<file path="config.mk">
export PLATFORM = sky130hd
export DESIGN_NAME = rms_accum_flat
export DESIGN_NICKNAME = d
export VERILOG_FILES = /design/src/rtl/rms_accum_if.sv /design/src/rtl/rms_accum.sv /design/src/flat_wrapper.sv
export SDC_FILE = /design/constraint.sdc
export NUM_CORES = 1
export LEC_CHECK = 0
export CAP_MARGIN = 20
export CORE_MARGIN = 5
export CORE_UTILIZATION = 50
export DETAILED_ROUTE_END_ITERATION = 6
export GPL_ROUTABILITY_DRIVEN = 0
export PLACE_DENSITY = 0.66
export SYNTH_ARGS = -nofsm -noshare
export SYNTH_HDL_FRONTEND = slang
export SYNTH_SLANG_ARGS = --single-unit
</file>
<file path="constraint.sdc">
create_clock -name clk -period 3.01 [get_ports clk]
set_input_delay 0.4515 -clock clk [delete_from_list [all_inputs] [get_ports clk]]
set_output_delay 0.4515 -clock clk [all_outputs]
set_load 0.1 [all_outputs]
</file>
<file path="src/rtl/rms_accum_if.sv">
// Sample stream into the mean-square accumulator and its held result toward the sqrt pipeline.
// The master drives samples; the slave (rms_accum) returns the window mean and its strobes.
interface rms_accum_if #(
    parameter int G_SAMPLE_W = 4,
    parameter int G_WIDTH    = 8
);
    logic signed [G_SAMPLE_W-1:0] sample;
    logic                         sample_valid;
    logic                         clear;
    logic        [G_WIDTH-1:0]    mean_sq;
    logic                         ms_valid;
    logic                         rms_valid;

    modport master (
        output sample,
        output sample_valid,
        output clear,
        input  mean_sq,
        input  ms_valid,
        input  rms_valid
    );

    modport slave (
        input  sample,
        input  sample_valid,
        input  clear,
        output mean_sq,
        output ms_valid,
        output rms_valid
    );
endinterface

</file>
<file path="src/rtl/rms_accum.sv">
// Squares signed samples, averages them over a 2^G_LOG_N-sample window and holds the mean square
// for a free-running sqrt; rms_valid marks when the sqrt output reflects a fresh window.
module rms_accum #(
    parameter int G_SAMPLE_W = 4,
    parameter int G_LOG_N    = 4,
    parameter int G_WIDTH    = 8,
    parameter int G_SQRT_LAT = 4
) (
    input logic        clk,
    input logic        rst_n,
    rms_accum_if.slave bus
);
    localparam int SQ_W  = 2 * G_SAMPLE_W;
    localparam int ACC_W = SQ_W + G_LOG_N;

    logic        [SQ_W-1:0]       sq_q, sq_d;
    logic                         sq_valid_q, sq_valid_d;
    logic        [ACC_W-1:0]      acc_q, acc_d;
    logic        [G_LOG_N-1:0]    cnt_q, cnt_d;
    logic        [G_WIDTH-1:0]    mean_sq_q, mean_sq_d;
    logic                         ms_valid_q, ms_valid_d;
    logic        [G_SQRT_LAT-1:0] dl_q, dl_d;

    logic signed [SQ_W-1:0]       sample_ext;
    logic signed [SQ_W-1:0]       sq_prod;
    logic        [ACC_W-1:0]      total;
    logic        [SQ_W-1:0]       shifted;
    logic        [G_WIDTH-1:0]    mean_next;

    // Squaring at double width keeps the most negative sample exact.
    assign sample_ext = SQ_W'(bus.sample);
    assign sq_prod    = sample_ext * sample_ext;

    assign total   = acc_q + ACC_W'(sq_q);
    assign shifted = SQ_W'(total >> G_LOG_N);

    generate
        if (SQ_W > G_WIDTH) begin : g_sat
            assign mean_next = (|shifted[SQ_W-1:G_WIDTH]) ? {G_WIDTH{1'b1}}
                                                          : shifted[G_WIDTH-1:0];
        end else begin : g_nosat
            assign mean_next = G_WIDTH'(shifted);
        end
    endgenerate

    always_comb begin
        sq_d       = sq_q;
        sq_valid_d = 1'b0;
        acc_d      = acc_q;
        cnt_d      = cnt_q;
        mean_sq_d  = mean_sq_q;
        ms_valid_d = 1'b0;
        if (bus.clear) begin
            // Abort: partial sum and in-flight square are dropped, held mean stays.
            acc_d = '0;
            cnt_d = '0;
        end else begin
            if (bus.sample_valid) begin
                sq_d       = unsigned'(sq_prod);
                sq_valid_d = 1'b1;
            end
            if (sq_valid_q) begin
                if (&cnt_q) begin
                    mean_sq_d  = mean_next;
                    ms_valid_d = 1'b1;
                    acc_d      = '0;
                    cnt_d      = '0;
                end else begin
                    acc_d = total;
                    cnt_d = cnt_q + 1'b1;
                end
            end
        end
    end

    // Valid delay line matching the sqrt latency; clear flushes every stage.
    assign dl_d[0] = bus.clear ? 1'b0 : ms_valid_q;
    generate
        for (genvar gi = 1; gi < G_SQRT_LAT; gi++) begin : g_dl
            assign dl_d[gi] = bus.clear ? 1'b0 : dl_q[gi-1];
        end
    endgenerate

    always_ff @(posedge clk or negedge rst_n) begin
        if (!rst_n) begin
            sq_q       <= '0;
            sq_valid_q <= 1'b0;
            acc_q      <= '0;
            cnt_q      <= '0;
            mean_sq_q  <= '0;
            ms_valid_q <= 1'b0;
            dl_q       <= '0;
        end else begin
            sq_q       <= sq_d;
            sq_valid_q <= sq_valid_d;
            acc_q      <= acc_d;
            cnt_q      <= cnt_d;
            mean_sq_q  <= mean_sq_d;
            ms_valid_q <= ms_valid_d;
            dl_q       <= dl_d;
        end
    end

    assign bus.mean_sq   = mean_sq_q;
    assign bus.ms_valid  = ms_valid_q;
    assign bus.rms_valid = dl_q[G_SQRT_LAT-1];
endmodule

</file>
<file path="src/flat_wrapper.sv">
// flat-port wrapper written by rule: the top's interface ports become plain ports
module rms_accum_flat 
#(
    parameter int G_SAMPLE_W = 4,
    parameter int G_LOG_N    = 4,
    parameter int G_WIDTH    = 8,
    parameter int G_SQRT_LAT = 4
)
  (clk, rst_n, bus_sample, bus_sample_valid, bus_clear, bus_mean_sq, bus_ms_valid, bus_rms_valid);
  rms_accum_if #(.G_SAMPLE_W(G_SAMPLE_W), .G_WIDTH(G_WIDTH)) bus_i ();
  input logic clk;
  input logic rst_n;
  input wire logic [$bits(bus_i.sample)-1:0] bus_sample;
  input wire logic [$bits(bus_i.sample_valid)-1:0] bus_sample_valid;
  input wire logic [$bits(bus_i.clear)-1:0] bus_clear;
  output wire logic [$bits(bus_i.mean_sq)-1:0] bus_mean_sq;
  output wire logic [$bits(bus_i.ms_valid)-1:0] bus_ms_valid;
  output wire logic [$bits(bus_i.rms_valid)-1:0] bus_rms_valid;
  assign bus_i.sample = bus_sample;
  assign bus_i.sample_valid = bus_sample_valid;
  assign bus_i.clear = bus_clear;
  assign bus_mean_sq = bus_i.mean_sq;
  assign bus_ms_valid = bus_i.ms_valid;
  assign bus_rms_valid = bus_i.rms_valid;
  rms_accum #(.G_SAMPLE_W(G_SAMPLE_W), .G_LOG_N(G_LOG_N), .G_WIDTH(G_WIDTH), .G_SQRT_LAT(G_SQRT_LAT)) u_core (.clk(clk), .rst_n(rst_n), .bus(bus_i));
endmodule
</file>
==> results of run 1 <==
## layout make-up
type / count / area, um^2 / share of cell area (%)
multi-input combinational: 147 / 1226 / 46.27
sequential: 37 / 925.9 / 34.94
timing repair buffer: 31 / 242.7 / 9.160
clock buffer: 5 / 68.82 / 2.597
clock inverter: 3 / 65.06 / 2.455
tap: 52 / 65.06 / 2.455
inverter: 15 / 56.30 / 2.125
## placed cells by master, fill, tap and decap left out, types with 2 or more instances in the layout
cell type / synthesis / routed
sky130_fd_sc_hd__dfrtp_1: 37 / 37
sky130_fd_sc_hd__buf_4: 3 / 24
sky130_fd_sc_hd__ha_1: 18 / 17
sky130_fd_sc_hd__inv_1: 15 / 15
sky130_fd_sc_hd__nand2_1: 16 / 15
sky130_fd_sc_hd__o21ai_0: 12 / 12
sky130_fd_sc_hd__xnor2_1: 11 / 11
sky130_fd_sc_hd__a21oi_1: 11 / 10
sky130_fd_sc_hd__mux2_2: 7 / 7
sky130_fd_sc_hd__nor2_1: 6 / 6
sky130_fd_sc_hd__a31oi_1: 6 / 6
sky130_fd_sc_hd__a22o_1: 6 / 6
sky130_fd_sc_hd__nand2b_1: 6 / 5
sky130_fd_sc_hd__xor2_1: 5 / 5
sky130_fd_sc_hd__fa_1: 6 / 5
sky130_fd_sc_hd__clkbuf_8: 0 / 5
sky130_fd_sc_hd__nor2b_1: 4 / 4
sky130_fd_sc_hd__and2_1: 3 / 3
sky130_fd_sc_hd__nand3_1: 3 / 3
sky130_fd_sc_hd__a21oi_2: 2 / 3
sky130_fd_sc_hd__a21o_1: 3 / 3
sky130_fd_sc_hd__clkdlybuf4s50_1: 0 / 3
sky130_fd_sc_hd__o221ai_1: 2 / 2
sky130_fd_sc_hd__o21ai_1: 2 / 2
sky130_fd_sc_hd__bufinv_16: 0 / 2
sky130_fd_sc_hd__dlygate4sd2_1: 0 / 2
## timing repair
action | in CTS | in global routing
resized for setup | 10 | 3
pin swaps | 1 | 0
hold buffers | 0 | 0
setup endpoints to repair | 4 | 2
## registers in the layout, summed over array words and instances (netlist names)
signal	flops
u_core.acc_q	12
u_core.bus.mean_sq	8
u_core.bus.ms_valid	1
u_core.cnt_q	4
u_core.dl_q	4
u_core.sq_q	7
u_core.sq_valid_q	1
## metal layers
metal / vias up / global-route usage [%] / wire length, um
met5: - / 0 / 0
met4: 0 / 7.168 / 97
met3: 10 / 3.664 / 128
met2: 26 / 24.83 / 2008
met1: 759 / 16.42 / 1725
li1: 776 / - / -
## report_power, final
part | internal (mW) | leakage (nW) | total (mW) | switching, mW
Sequential | 0.547 | 0.495 | 0.585 | 0.0384
Combinational | 0.199 | 0.742 | 0.422 | 0.223
Clock | 0.329 | 0.0681 | 0.503 | 0.174
Total | 1.07 | 1.31 | 1.51 | 0.435
## cells by family after synthesis
logic type                 after synthesis
DFF                                     37
and+or+nand+nor                         45
xor gates and xnor gates                16
AOI/OAI and AO/OA                       53
adders and majority gates               24
buffers and inverters                   20
muxes                                    9
## metrics by stage
| stage | setup TNS [ns] | hold WS (ns) | instances |
|---|---|---|---|
| 6_report | 0 | 0.4774 | 290 |
| 5_1_grt | 0 | 0.5107 | 290 |
| 4_1_cts | 0 | 0.4712 | 290 |
| 3_5_place_dp | -1.815 | 0.4532 | 282 |
| 3_3_place_gp | -1.546 | 0.4422 | 282 |
| 2_1_floorplan | 0 | 0.1559 | 204 |
## how the worst min path moves through the flow
stage / start / endpoint / slack, ns / cells past startpoint
floorplan: rst_n / u_core.acc_q[0] / 0.16 / 0
global placement: u_core.dl_q[2] / u_core.dl_q[3] / 0.44 / 1
detailed placement: u_core.dl_q[2] / u_core.dl_q[3] / 0.45 / 1
CTS: u_core.dl_q[2] / u_core.dl_q[3] / 0.47 / 1
global route: u_core.dl_q[2] / u_core.dl_q[3] / 0.51 / 1
finish: u_core.dl_q[2] / u_core.dl_q[3] / 0.48 / 1
==> run metrics, run 1 <==
outcome completed; average routed wire per standard cell 13.66 um; layout overhead on the synthesized area 19.93%; most numerous cell in the Yosys netlist sky130_fd_sc_hd__dfrtp_1; source of the critical timing path bus_sample[3]; setup repair after global routing missed its margin false; share of async-settable or async-resettable flops after synthesis 100.0%; Vias/cell 5.417; placeable core region 4324 um^2; delay of the slowest cell on the worst path 0.51 ns; Clk Tree Root Cell sky130_fd_sc_hd__clkbuf_8; register bit count reported by yosys 37; number of placement rows 24; Setup-failing EPs final 0; source-to-sink clock delay at the later pin of the worst-skew pair 0.28 ns; Worst Path Buf+Inv 3; via count 1,571; CTS Buffer Depth 2; CTS H-Tree Depth 2; die width 76.48 um; R2R Path End u_core.bus.mean_sq[4]; Post-DP HPWL 3.099 mm; vias in the first global route 1,632; pin count of the biggest net entering global routing 38; Slowest cell on crit path sky130_fd_sc_hd__fa_1; achievable frequency 342.3 MHz; global-route wire length before repair 6.934 mm; die extent in y 76.48 um; area share of the leading cell type in the synthesized netlist 41.90%; share of the yosys chip area belonging to registers 41.90%; complex-gate fraction of the synthesized area 17.04%; Setup Slack @ Placement -0.6321 ns; largest fanout of any net on the critical path 6; worst slew pin tran 0.7648 ns; Die Outline Area 5848 um^2; cells taking the most area after synthesis sky130_fd_sc_hd__dfrtp_1, sky130_fd_sc_hd__ha_1, sky130_fd_sc_hd__fa_1; maximum capacitance violations 0; count of warnings emitted by yosys 0; leftover overflow at the end of global routing 0; largest family of logic cells by synthesized area compound AO/OA/AOI/OAI gates; Clk pin slew, worst setup/hold paths 0.07 ns; overall routed net length 3.960 mm; synthesized net count 236; Worst Path Class, Setup in -> reg; Sinks on Clock Net 37; Antenna Violating Nets Remaining 0; CP most frequent cell sky130_fd_sc_hd__fa_1; final design utilization 61.28%; TritonCTS clock tree done; Pre-Repair DR Iteration Count 4; post-route cell area 2650 um^2; maximum ir drop on the vdd rail 204.7 uV; syn avg cell area 10.83 um^2; distinct cell type count of the synthesized netlist 41; Main synth FF type sky130_fd_sc_hd__dfrtp_1; initial drt markers 79; most used standard cells in the synthesized netlist sky130_fd_sc_hd__dfrtp_1, sky130_fd_sc_hd__ha_1, sky130_fd_sc_hd__nand2_1; Arr. time, crit path 3.07 ns; area share of xor/xnor cells in the synthesized design 6.342%; post-route clock skew 0.002015 ns; diode insertion count for antenna repair 0; fraction of layout instances using a drive strength above 1 24.37%; Worst setup SP type input pin; overall power of the completed layout 1.510 mW; final-report hold violation count 0; area leader, netlist sky130_fd_sc_hd__dfrtp_1; kind of cell adding the most delay to the critical path adder cells; CP cell instances clkdlybuf4s18_2 -> buf_4 -> nand2b_1 -> fa_1 -> fa_1 -> inv_1 -> ha_1 -> fa_2 -> a21o_1 -> a21oi_2 -> xnor2_1 -> o21ai_0; max-slew headroom at the worst pin 48.83%; Post-Synthesis Cell Area 2210 um^2; GRT Resource Usage Total 14.42%; post-place instance area 2507 um^2; count of cells along the worst register-to-register path 6; remaining routing DRC violations 0; register-to-register setup slack 1.10 ns; CTS buffer count 5; capture point of the worst path u_core.sq_q[7]; post-CTS setup buffers 0; worst setup margin 0.08833 ns; Stages on worst setup path 12; fill count 382; IO Count 18; WP data required 3.16 ns; initial standard-cell utilization of the core 51.10%; area share of fa/ha/maj cells after synthesis 15.63%; quantity of I/O buffers inserted on ports 17; NumNets Final 269; start of the worst register-to-register path u_core.acc_q[4]; post-synthesis simple-gate area fraction 10.48%; total leakage power 1.305 nW; Final Max Slew Viols 0; number of synthesized flops with an enable pin 0; post-route fraction of the period consumed by the critical path 97.07%; worst min-delay path category reg -> reg; kind of end point of the critical path register; final period demand of the worst path 2.922 ns; fraction of synthesized area in multiplexers 4.700%; number of antenna violations at the first check in global routing 0; PwrDens 569.9 nW/um^2; Synth Instances 204
Note: power is estimated with default switching activity, not from simulation.
==> run 2: changes to the inputs <==
--- a/config.mk
+++ b/config.mk
@@ -11,6 +11,7 @@
 export DETAILED_ROUTE_END_ITERATION = 6
 export GPL_ROUTABILITY_DRIVEN = 0
 export PLACE_DENSITY = 0.66
+export SLEW_MARGIN = 15
 export SYNTH_ARGS = -nofsm -noshare
 export SYNTH_HDL_FRONTEND = slang
 export SYNTH_SLANG_ARGS = --single-unit
==> results of run 2 <==
The final DEF is identical to that of run 1; final timing and power are the same.
==> run 3: changes to the inputs <==
--- a/config.mk
+++ b/config.mk
@@ -5,8 +5,9 @@
 export SDC_FILE = /design/constraint.sdc
 export NUM_CORES = 1
 export LEC_CHECK = 0
+export ABC_CLOCK_PERIOD_IN_PS = 3010
 export CAP_MARGIN = 20
-export CORE_MARGIN = 5
+export CORE_MARGIN = 4
 export CORE_UTILIZATION = 50
 export DETAILED_ROUTE_END_ITERATION = 6
 export GPL_ROUTABILITY_DRIVEN = 0
==> run metrics, run 3 (same netlist as run 1, synthesis figures left out) <==
largest fanout of any net on the critical path 3; remaining routing DRC violations 0; outcome completed; CTS buffer count 5; total leakage power 1.287 nW; register-to-register setup slack 1.07 ns; Setup-failing EPs final 0; largest register by flop count u_core.acc_q; max-slew headroom at the worst pin 47.95%; Setup Slack @ Placement -0.6537 ns; initial drt markers 35; maximum capacitance violations 0; clock network fraction of total power 29.9%; achievable frequency 343.1 MHz; maximum ir drop on the vdd rail 299.4 uV; Clk pin slew, worst setup/hold paths 0.08 ns; global-route wire length before repair 7.217 mm; average routed wire per standard cell 14.63 um; sum of negative setup slack 0 ns; post-place instance area 2497 um^2; Worst setup SP type input pin; Post-DP HPWL 3.152 mm; TritonCTS clock tree done; setup repair after global routing missed its margin false; kind of end point of the critical path register; worst setup margin 0.09501 ns; PwrDens 552.5 nW/um^2; source-to-sink clock delay at the later pin of the worst-skew pair 0.29 ns; Clk Tree Root Cell sky130_fd_sc_hd__clkbuf_8; post-CTS setup buffers 0; Sinks on Clock Net 37; Worst Path Class, Setup in -> reg; post-route clock skew 0.01056 ns; number of placement rows 23; final-report hold violation count 0; part of the total power dissipated in combinational logic 29.6%; fraction of power spent switching nets 31.19%; worst slew pin tran 0.7778 ns; CP cell instances dlygate4sd2_1 -> inv_1 -> fa_1 -> inv_1 -> fa_1 -> ha_4 -> fa_2 -> a21o_1 -> a21oi_2 -> xnor2_1 -> o21ai_0; most frequent standard cell in the layout excluding fill and tap cells sky130_fd_sc_hd__dfrtp_1; fill count 355; quantity of I/O buffers inserted on ports 17; WP data required 3.15 ns; CTS H-Tree Depth 2; Final Max Slew Viols 0; sequential power share 40.5%; die extent in y 74.48 um; total of hold buffers inserted after clock tree synthesis 0; layout overhead on the synthesized area 18.23%; final period demand of the worst path 2.915 ns; GRT Resource Usage Total 16.99%; overall routed net length 4.200 mm; leftover overflow at the end of global routing 0; initial standard-cell utilization of the core 53.32%; post-route cell area 2613 um^2; Slowest cell on crit path sky130_fd_sc_hd__fa_1; kind of cell adding the most delay to the critical path adder cells; Pre-Repair DR Iteration Count 4; via count 1,546; Arr. time, crit path 3.06 ns; Vias/cell 5.387; IO Count 18; most used cells in the layout excluding fill and tap cells sky130_fd_sc_hd__dfrtp_1, sky130_fd_sc_hd__buf_4, sky130_fd_sc_hd__ha_1; pin count of the biggest net entering global routing 38; number of antenna violations at the first check in global routing 0; Antenna Violating Nets Remaining 0; NumNets Final 268; delay of the slowest cell on the worst path 0.55 ns; reported net switching power 0.4502 mW; post-route fraction of the period consumed by the critical path 96.84%; CTS Buffer Depth 2; number of flip-flops in the largest register 12; diode insertion count for antenna repair 0; die width 74.48 um; final design utilization 63.04%; vias in the first global route 1,615; Die Outline Area 5547 um^2; worst min-delay path category reg -> reg; Power Internal 0.9932 mW; placeable core region 4144 um^2; fraction of layout instances using a drive strength above 1 23.63%; Worst Path Buf+Inv 3
==> run 3: cell types whose count changed in the layout (fill, tap and decap cells not counted), sizes merged <==
cell           change
clkdlybuf4s18      -1
bufinv             -1
clkbuf             +1
==> run 3: what timing repair did <==
item                       in CTS  in global routing
setup endpoints to repair       4                  2
gates resized for setup         8                  6
pin swaps                       1                  2
==> run 3: path summary, 6_finish.rpt <==
check,start,endpoint,depth (start not counted)
setup / recovery,bus_sample[2],u_core.sq_q[7],11
hold / removal,u_core.dl_q[1],u_core.dl_q[2],1
setup reg to reg,u_core.acc_q[4],u_core.bus.mean_sq[4],6
hold reg to reg,u_core.dl_q[1],u_core.dl_q[2],1
max in group asynchronous,rst_n,u_core.sq_q[0],2
min in group asynchronous,rst_n,u_core.bus.mean_sq[6],2
==> run 3: routing by layer <==
metal  vias up  GRT usage (%)  share of wire [%]
met5         -              0                  0
met4         0          4.150                1.1
met3         6          4.189                3.6
met2        34          27.71                 47
met1       731          22.85                 48
li1        775              -                  -
==> run 3: layout make-up <==
| cell class | count | area [um^2] | area share [%] |
|---|---|---|---|
| tap | 50 | 62.56 | 2.395 |
| clock inverter | 2 | 38.79 | 1.485 |
| timing repair buffer | 30 | 230.2 | 8.812 |
| clock buffer | 6 | 72.57 | 2.778 |
| multi-input combinational | 147 | 1226 | 46.93 |
| inverter | 15 | 56.30 | 2.155 |
| sequential | 37 | 925.9 | 35.44 |
==> run 3: power by group through the flow <==
| stage | clock [mW] | combinational [mW] | sequential [mW] |
|---|---|---|---|
| 6_report | 0.432 | 0.427 | 0.585 |
| 5_1_grt | 0.463 | 0.482 | 0.593 |
| 4_1_cts | 0.442 | 0.429 | 0.586 |
| 3_3_place_gp | 0 | 0.411 | 0.594 |
| 3_5_place_dp | 0 | 0.425 | 0.596 |
| 2_1_floorplan | 0 | 0.322 | 0.583 |
==> run 3: through the flow <==
stage	power [mW]	cells	hold WS, ns
detailed placement	1.021	279	0.4532
CTS	1.458	287	0.4895
floorplan	0.9048	204	0.1559
global placement	1.005	279	0.4642
finish	1.443	287	0.4775
global route	1.538	287	0.5074
